File: src/rtl/uart_rx_byte.sv
// uart_rx_byte -- 8N1 asynchronous serial receiver with a one-entry output
// holding register.
//
// The incoming line is passed through a two-flop synchroniser (rx_s). All
// receiver decisions use rx_s only. A falling rx_s in IDLE starts a half-bit
// countdown to the middle of the start bit. Each data bit is then sampled one
// full bit period later, LSB first, followed by the stop bit.
//
// Ports:
//   clk        system clock, all logic on posedge
//   rst        asynchronous, active-high reset
//   rx         serial line, idle high, LSB first
//   rx_data    received byte, stable while rx_valid=1
//   rx_valid   byte available, held until accepted
//   rx_ready   consumer accept
//   frame_err  one-cycle pulse: stop bit sampled low
//   overrun    one-cycle pulse: byte completed while the holding register was full
//   state_dbg  current receiver state (debug observation only)
//
// Handshake: a byte transfers on every posedge where rx_valid & rx_ready are
// both 1. rx_valid never drops without a transfer. rx_data does not change
// while rx_valid=1, except when a new byte loads on the same edge as a
// transfer. rx_ready is ignored while rx_valid=0. The receiver never stalls the
// line. A byte that finds the register full and not being drained is dropped
// and reported on overrun.
module uart_rx_byte #(
  parameter int BAUD_DIV = 1303,
  parameter int HALF_DIV = BAUD_DIV / 2
) (
  input  logic       clk,
  input  logic       rst,
  input  logic       rx,
  output logic [7:0] rx_data,
  output logic       rx_valid,
  input  logic       rx_ready,
  output logic       frame_err,
  output logic       overrun,
  output logic [2:0] state_dbg
);

  localparam int CW = (BAUD_DIV > 1) ? $clog2(BAUD_DIV) : 1;
  localparam logic [CW-1:0] BAUD_RELOAD = CW'(BAUD_DIV - 1);
  localparam logic [CW-1:0] HALF_RELOAD = CW'(HALF_DIV - 1);

  localparam logic [2:0] S_IDLE      = 3'd0;
  localparam logic [2:0] S_START     = 3'd1;
  localparam logic [2:0] S_DATA      = 3'd2;
  localparam logic [2:0] S_STOP      = 3'd3;
  localparam logic [2:0] S_WAIT_HIGH = 3'd4;

  logic          sync1_q, sync1_d;
  logic          rx_s_q, rx_s_d;
  logic [2:0]    state_q, state_d;
  logic [CW-1:0] cnt_q, cnt_d;
  logic [2:0]    bit_idx_q, bit_idx_d;
  logic [7:0]    shift_q, shift_d;
  logic [7:0]    data_q, data_d;
  logic          valid_q, valid_d;
  logic          fe_q, fe_d;
  logic          ov_q, ov_d;
  logic          cnt_zero;
  logic          load;

  always_comb begin
    sync1_d   = rx;
    rx_s_d    = sync1_q;
    state_d   = state_q;
    cnt_d     = cnt_q;
    bit_idx_d = bit_idx_q;
    shift_d   = shift_q;
    data_d    = data_q;
    valid_d   = valid_q;
    fe_d      = 1'b0;
    ov_d      = 1'b0;
    load      = 1'b0;
    cnt_zero  = (cnt_q == '0);

    case (state_q)
      S_IDLE: begin
        if (!rx_s_q) begin
          state_d = S_START;
          cnt_d   = HALF_RELOAD;
        end
      end
      S_START: begin
        if (cnt_zero) begin
          // A line that is high again at mid start bit was only a glitch.
          if (rx_s_q) begin
            state_d = S_IDLE;
          end else begin
            state_d   = S_DATA;
            bit_idx_d = 3'd0;
            cnt_d     = BAUD_RELOAD;
          end
        end else begin
          cnt_d = cnt_q - 1'b1;
        end
      end
      S_DATA: begin
        if (cnt_zero) begin
          shift_d[bit_idx_q] = rx_s_q;
          cnt_d              = BAUD_RELOAD;
          if (bit_idx_q == 3'd7) begin
            state_d = S_STOP;
          end else begin
            bit_idx_d = bit_idx_q + 3'd1;
          end
        end else begin
          cnt_d = cnt_q - 1'b1;
        end
      end
      S_STOP: begin
        if (cnt_zero) begin
          if (rx_s_q) begin
            state_d = S_IDLE;
            // The register can take the byte if it is empty or drains now.
            if (!valid_q || rx_ready) begin
              load = 1'b1;
            end else begin
              ov_d = 1'b1;
            end
          end else begin
            fe_d    = 1'b1;
            state_d = S_WAIT_HIGH;
          end
        end else begin
          cnt_d = cnt_q - 1'b1;
        end
      end
      S_WAIT_HIGH: begin
        // Hold off until the line returns high so a break reports only once.
        if (rx_s_q) begin
          state_d = S_IDLE;
        end
      end
      default: begin
        state_d = S_IDLE;
      end
    endcase

    if (load) begin
      data_d  = shift_q;
      valid_d = 1'b1;
    end else if (valid_q && rx_ready) begin
      valid_d = 1'b0;
    end
  end

  always_ff @(posedge clk or posedge rst) begin
    if (rst) begin
      sync1_q   <= 1'b1;
      rx_s_q    <= 1'b1;
      state_q   <= S_IDLE;
      cnt_q     <= '0;
      bit_idx_q <= 3'd0;
      shift_q   <= 8'h00;
      data_q    <= 8'h00;
      valid_q   <= 1'b0;
      fe_q      <= 1'b0;
      ov_q      <= 1'b0;
    end else begin
      sync1_q   <= sync1_d;
      rx_s_q    <= rx_s_d;
      state_q   <= state_d;
      cnt_q     <= cnt_d;
      bit_idx_q <= bit_idx_d;
      shift_q   <= shift_d;
      data_q    <= data_d;
      valid_q   <= valid_d;
      fe_q      <= fe_d;
      ov_q      <= ov_d;
    end
  end

  assign rx_data   = data_q;
  assign rx_valid  = valid_q;
  assign frame_err = fe_q;
  assign overrun   = ov_q;
  assign state_dbg = state_q;

endmodule

File: config.mk
export PLATFORM = sky130hd
export DESIGN_NAME = uart_rx_byte
export DESIGN_NICKNAME = d
export VERILOG_FILES = /design/src/rtl/uart_rx_byte.sv
export SDC_FILE = /design/constraint.sdc
export NUM_CORES = 1
export LEC_CHECK = 0
export CAP_MARGIN = 20
export CORE_MARGIN = 2
export CORE_UTILIZATION = 35
export CTS_CLUSTER_SIZE = 40
export DETAILED_ROUTE_END_ITERATION = 16
export GPL_TIMING_DRIVEN = 0
export PLACE_DENSITY = 0.61
export SYNTH_ARGS = -nofsm -noshare
export SYNTH_HDL_FRONTEND = slang
export SYNTH_SLANG_ARGS = --single-unit
export TNS_END_PERCENT = 30
File: constraint.sdc
create_clock -name clk -period 6.4 [get_ports clk]
set_input_delay 1.28 -clock clk [delete_from_list [all_inputs] [get_ports clk]]
set_output_delay 1.28 -clock clk [all_outputs]
set_load 0.03 [all_outputs]
# After elaboration in Yosys (flattened, before gate mapping)
# Index checks and enable logic that the tools add are counted.
dict set report word_totals {
  ramBits 0
  ff_bits 38
  elab_cells 78
  latch_bits 0
  memories 0
  rom_bits 0
  output_inout_bits 14
}
dict set report op_classes {
  mux 36
  add_sub_neg 2
  div_mod_pow 0
  order_cmp 2
  shift 0
  n_mul 0
  n_reduce_logical 13
  eq_ne 15
  bitwise_logic 0
}
# cell n
set op_table {}
lappend op_table {{two-way mux 11 bit} 5}
lappend op_table {{one-hot mux 11 bit (4 select lines)} 1}
lappend op_table {{two-way mux 3 bit} 11}
lappend op_table {{inequality test 2 bit, second input constant} 9}
lappend op_table {{one-hot mux 3 bit (5 select lines)} 1}
lappend op_table {{two-way mux 1 bit} 14}
lappend op_table {{zero test 11 bit} 1}
lappend op_table {{subtractor 11 x 1 -> 11 bit, second input constant} 1}
lappend op_table {{bitwise mux 8 bit} 1}
lappend op_table {{== test 3 x 2 -> 1 bit, second input constant} 2}
lappend op_table {{== test 3 bit, second input constant} 2}
lappend op_table {{one-hot mux 3 bit (2 select lines)} 1}
lappend op_table {{AND reduction 6 bit} 1}
lappend op_table {{AND reduction 5 bit} 1}
lappend op_table {{< comparator 3 x 4 -> 1 bit, second input constant} 1}
lappend op_table {{AND reduction 4 bit} 1}
lappend op_table {{nonzero test 2 bit} 2}
lappend op_table {{nonzero test 4 bit} 1}
lappend op_table {{adder 3 x 1 -> 3 bit, second input constant} 1}
lappend op_table {{demux 1 bit (select 3 bit)} 1}
lappend op_table {{== test 3 x 1 -> 1 bit, second input constant} 1}
lappend op_table {{greater-or-equal comparator 3 x 1 -> 1 bit, second input constant} 1}
lappend op_table {{zero test 3 bit} 1}
lappend op_table {{inequality test 3 bit, second input constant} 1}
lappend op_table {{other kinds (5)} 6}

# Depth between registers and ports, before layout
dict set report depth {
  ltp_word 7
  depth_mapped 7
  ltp_nobuf 6
}

# Worst setup path after synthesis
# OpenSTA, ideal clock, no wires.
dict set report synth_timing {
  path_type {in2reg}
  from {in rx_ready}
  to {reg data_q[0] (netlist: rx_data[0])}
  setup_slack_ns 4.176
  cell_stages 3
  required_time_ns 6.275
  t_arrival_ns 2.100
  setup_time_ns 0.125
  path_cell_list {nand2b_1 -> nor3b_4 -> mux2_2}
}
dict set report synth_between {
  elab_chain_cells 5
}
# element line_no
set synth_rtl {}
lappend synth_rtl {{start: declaration} 35} ;# input logic rx_ready,
lappend synth_rtl {{logical OR 1 bit} 117} ;# if (!valid_q || rx_ready) begin
lappend synth_rtl {{two-way mux 1 bit} 117}
lappend synth_rtl {{two-way mux 1 bit} 114} ;# if (rx_s_q) begin
lappend synth_rtl {{two-way mux 1 bit} 113} ;# if (cnt_zero) begin
lappend synth_rtl {{two-way mux 1 bit} 78} ;# case (state_q)
lappend synth_rtl {{end signal: assignment} 168} ;# data_q <= data_d;
lappend synth_rtl {{end: declaration} 57} ;# logic [7:0] data_q, data_d;
# Every way passes these cells.
# A chain may end at the register's enable or synchronous reset.

# Worst setup path after layout
dict set report layout_timing {
  from {reg state_q[1] (netlist: state_dbg[1])}
  to {out state_dbg[1]}
}
# element line_no
set layout_rtl {}
lappend layout_rtl {{start: declaration} 53} ;# logic [2:0] state_q, state_d;
lappend layout_rtl {{start signal: assignment} 164} ;# state_q <= state_d;
lappend layout_rtl {{end: declaration} 38} ;# output logic [2:0] state_dbg
# No word-level cell between the ends.

==> metrics.md <==
| Metric | Value |
|---|---|
| Status | finished, final reports clean |
| Routability cong. | 0.837 |
| Ys Warns | 0 |
| Reg2Reg Depth | 6 |
| DR vias | 1502 |
| Layout cells sized above 1 | 20.5% |
| Crit path launch | state_dbg[1] |
| Clock power share | 50.4% |
| Most common cell after layout, fill and taps aside | dfrtp_1 |
| Vias/cell | 5.42 |
| Power per cell area | 210 nW/µm² |
| Startpoint types | flop |
| Logic pwr share | 1.8% |
| Post_cts resized | 0 |
| Final net count | 212 |
| HPWL after DPL | 2940 µm |
| Peak supply drop | 0.103 mV |
| Post-layout instance count excluding filler cells | 277 |
| Clock Root Buffer | clkbuf_8 |
| Final setup viols | 0 |
| Post-DRT Antenna Nets | 0 |
| Skew final | 0.00430 ns |
| Initial Util | 36.4% |
| DR iter-0 viols | 97 |
| Total internal power | 0.000410 W |
| Setup Crit Path Kind | reg -> out |
| Clock transition at path regs | 0.08 ns |
| Worst Path Arrival | 1.51 ns |
| Setup TNS | 0 ns |
| RSZ-0062 raised after global routing | no |
| Fin. max-slew vios | 0 |
| Post-CTS Setup Bufs | 0 |
| Critical path cell sequence | clkdlybuf4s50_1 |
| Synth cell types | 51 |
| Slew of the pin with the lowest slew margin | 0.781 ns |
| Vias in the first global route | 1464 |
| Total power | 0.000506 W |
| CTS max path bufs | 2 |
| CP max FO | 8 |
| TritonCTS Buffers | 5 |
| CTS tree | built |
| Final Cycle Share | 43.6% |
| Die area | 6350 µm² |
| Die width | 79.7 µm |
| Mapped Avg Cell Area | 11.1 µm² |
| Clock Latency Late Sink | 0.29 ns |
| Cell family with most CP delay | buffers and inverters |
| Endpoint class of the critical path | output port |
| Final min period | 2.79 ns |
| Post-CTS Hold Fix Bufs | 0 |
| Post-Syn Area | 2010 µm² |
| CTS sink count | 38 |
| Switching power | 0.0000965 W |
| Lkg Pwr | 0.998 nW |
| First-pass GRT wire length | 7220 µm |
| Die Ht | 79.7 µm |
| IO Count | 18 |
| Final Hold Vio Count | 0 |
| Synth Register Bits | 38 |
| Grt total ovfl | 0 |
| Post-Synthesis Cells | 180 |
| HP Start | rx_s_d |
| FFs w/ async S/R, synth | 100% |
| Routed WL | 4270 µm |
| Slowest stage delay, CP | 0.73 ns |
| Sequential cell area fraction in the yosys report | 47.5% |
| EDFF count, synth | 0 |
| IO buf count | 17 |
| Max Cap Violations | 0 |
| Largest net degree at the start of global routing | 39 |
| Worst Path Buf+Inv | 1 |
| First-pass DRT Iterations | 4 |
| DRC viols | 0 |
| Synthesized net count | 188 |
| Slew margin rel. | 47.8% |
| Fin Hold WS | 0.358 ns |
| Worst r2r src | cnt_q[0] |
| Hold path depth | 0 |
| Sw Share | 19.1% |
| Part of the power in registers | 47.7% |
| Commonest cells after routing, fill and taps aside | 36 x dfrtp_1, 19 x mux2_2, 17 x clkdlybuf4s50_1 |
| DR WL/cell | 15.4 µm |
| Worst path depth | 1 |
| Placed cells | 269 |
| Critical Path RT | 5.12 ns |
| Hold crit path type | reg -> reg |
| Peak Freq | 0.359 GHz |
| Top_reg_cell synth | dfrtp_1 |
| Row Count | 27 |
| GRT Total Usage | 14.9% |
| Area Overhead vs Synth | 20.1% |
| Core ar. | 5510 µm² |
| Slowest-stage cell, CP | clkdlybuf4s50_1 |
| H-Tree Depth | 2 |
| N_diodes | 0 |
| Initial antenna violation count | 0 |
final timing paths:
kind	end	slack (ns)
setup / recovery	state_dbg[1]	3.61
hold / removal	rx_s_q	0.36
setup reg to reg	rx_data[3]	3.98
hold reg to reg	rx_s_q	0.36
max in group asynchronous	cnt_q[4]	4.46
min in group asynchronous	rx_data[5]	1.45
worst reg2reg max path, delay by kind of cell, from the launching register on:
kind	cells	cell delay, ns
adder cells (fa/ha/maj)	1	0.15
buffers and inverters	1	0.09
flip-flops	1	0.41
multiplexers	1	0.39
AND/OR/NAND/NOR	3	1.27
routing by layer:
| metal | track usage (%) | routed length, µm | vias up |
|---|---|---|---|
| li1 | - | - | 737 |
| met1 | 20.2 | 2140 | 734 |
| met2 | 22.5 | 1910 | 25 |
| met3 | 3.17 | 140 | 6 |
| met4 | 7.41 | 88 | 0 |
| met5 | 0 | 0 | - |
cell families after synthesis:
| family | count (synthesis) | synth area share [%] |
|---|---|---|
| and+or+nand+nor | 65 | 21.8 |
| AOI/OAI and AO/OA | 38 | 14.2 |
| DFF | 38 | 47.5 |
| muxes | 19 | 10.7 |
| buffers and inverters | 16 | 3.24 |
| adders and majority gates | 4 | 2.50 |
Yosys cell counts (all sizes together), types with 5 or more instances:
cell type,count,share of area [%]
a21oi,5,1.2
nor2,10,1.9
o21ai,5,1.2
dfrtp,36,45
nand4,8,2.5
nand2,7,1.3
nor3,6,1.5
inv,8,1.5
mux2,19,11
nor4,5,2.3
registers in the layout, indices dropped and copies added, names as in the netlist:
name       flops
shift_q        8
rx_valid       1
overrun        1
cnt_q         11
rx_s_d         1
rx_data        8
bit_idx_q      3
frame_err      1
state_dbg      3
rx_s_q         1
power by group through the flow:
stage | Combinational (W) | Sequential [W] | Clock, W
3_5_place_dp | 0.00000982 | 0.000246 | 0
5_1_grt | 0.0000108 | 0.000242 | 0.000272
2_1_floorplan | 0.00000565 | 0.000246 | 0
6_report | 0.00000935 | 0.000242 | 0.000255
3_3_place_gp | 0.00000970 | 0.000246 | 0
4_1_cts | 0.00000990 | 0.000242 | 0.000262
area by class of cell:
cell class,count,area [µm²]
buffer,8,35.0
clock buffer,6,82.6
clock inverter,2,60.1
fill,516,3100
inverter,8,30.0
multi-input combinational,126,987
sequential,38,953
tap,72,90.1
timing repair buffer,17,170
metrics by stage:
step | util (%) | worst slack (ns) | instance area, µm²
CTS | 43.7 | 3.60 | 2410
detailed placement | 41.1 | 3.55 | 2270
global route | 43.7 | 3.54 | 2410
floorplan | - | 4.18 | 2010
global placement | 41.1 | 3.38 | 2270
finish | 43.7 | 3.61 | 2410
Note: power is estimated with default switching activity, not from simulation.
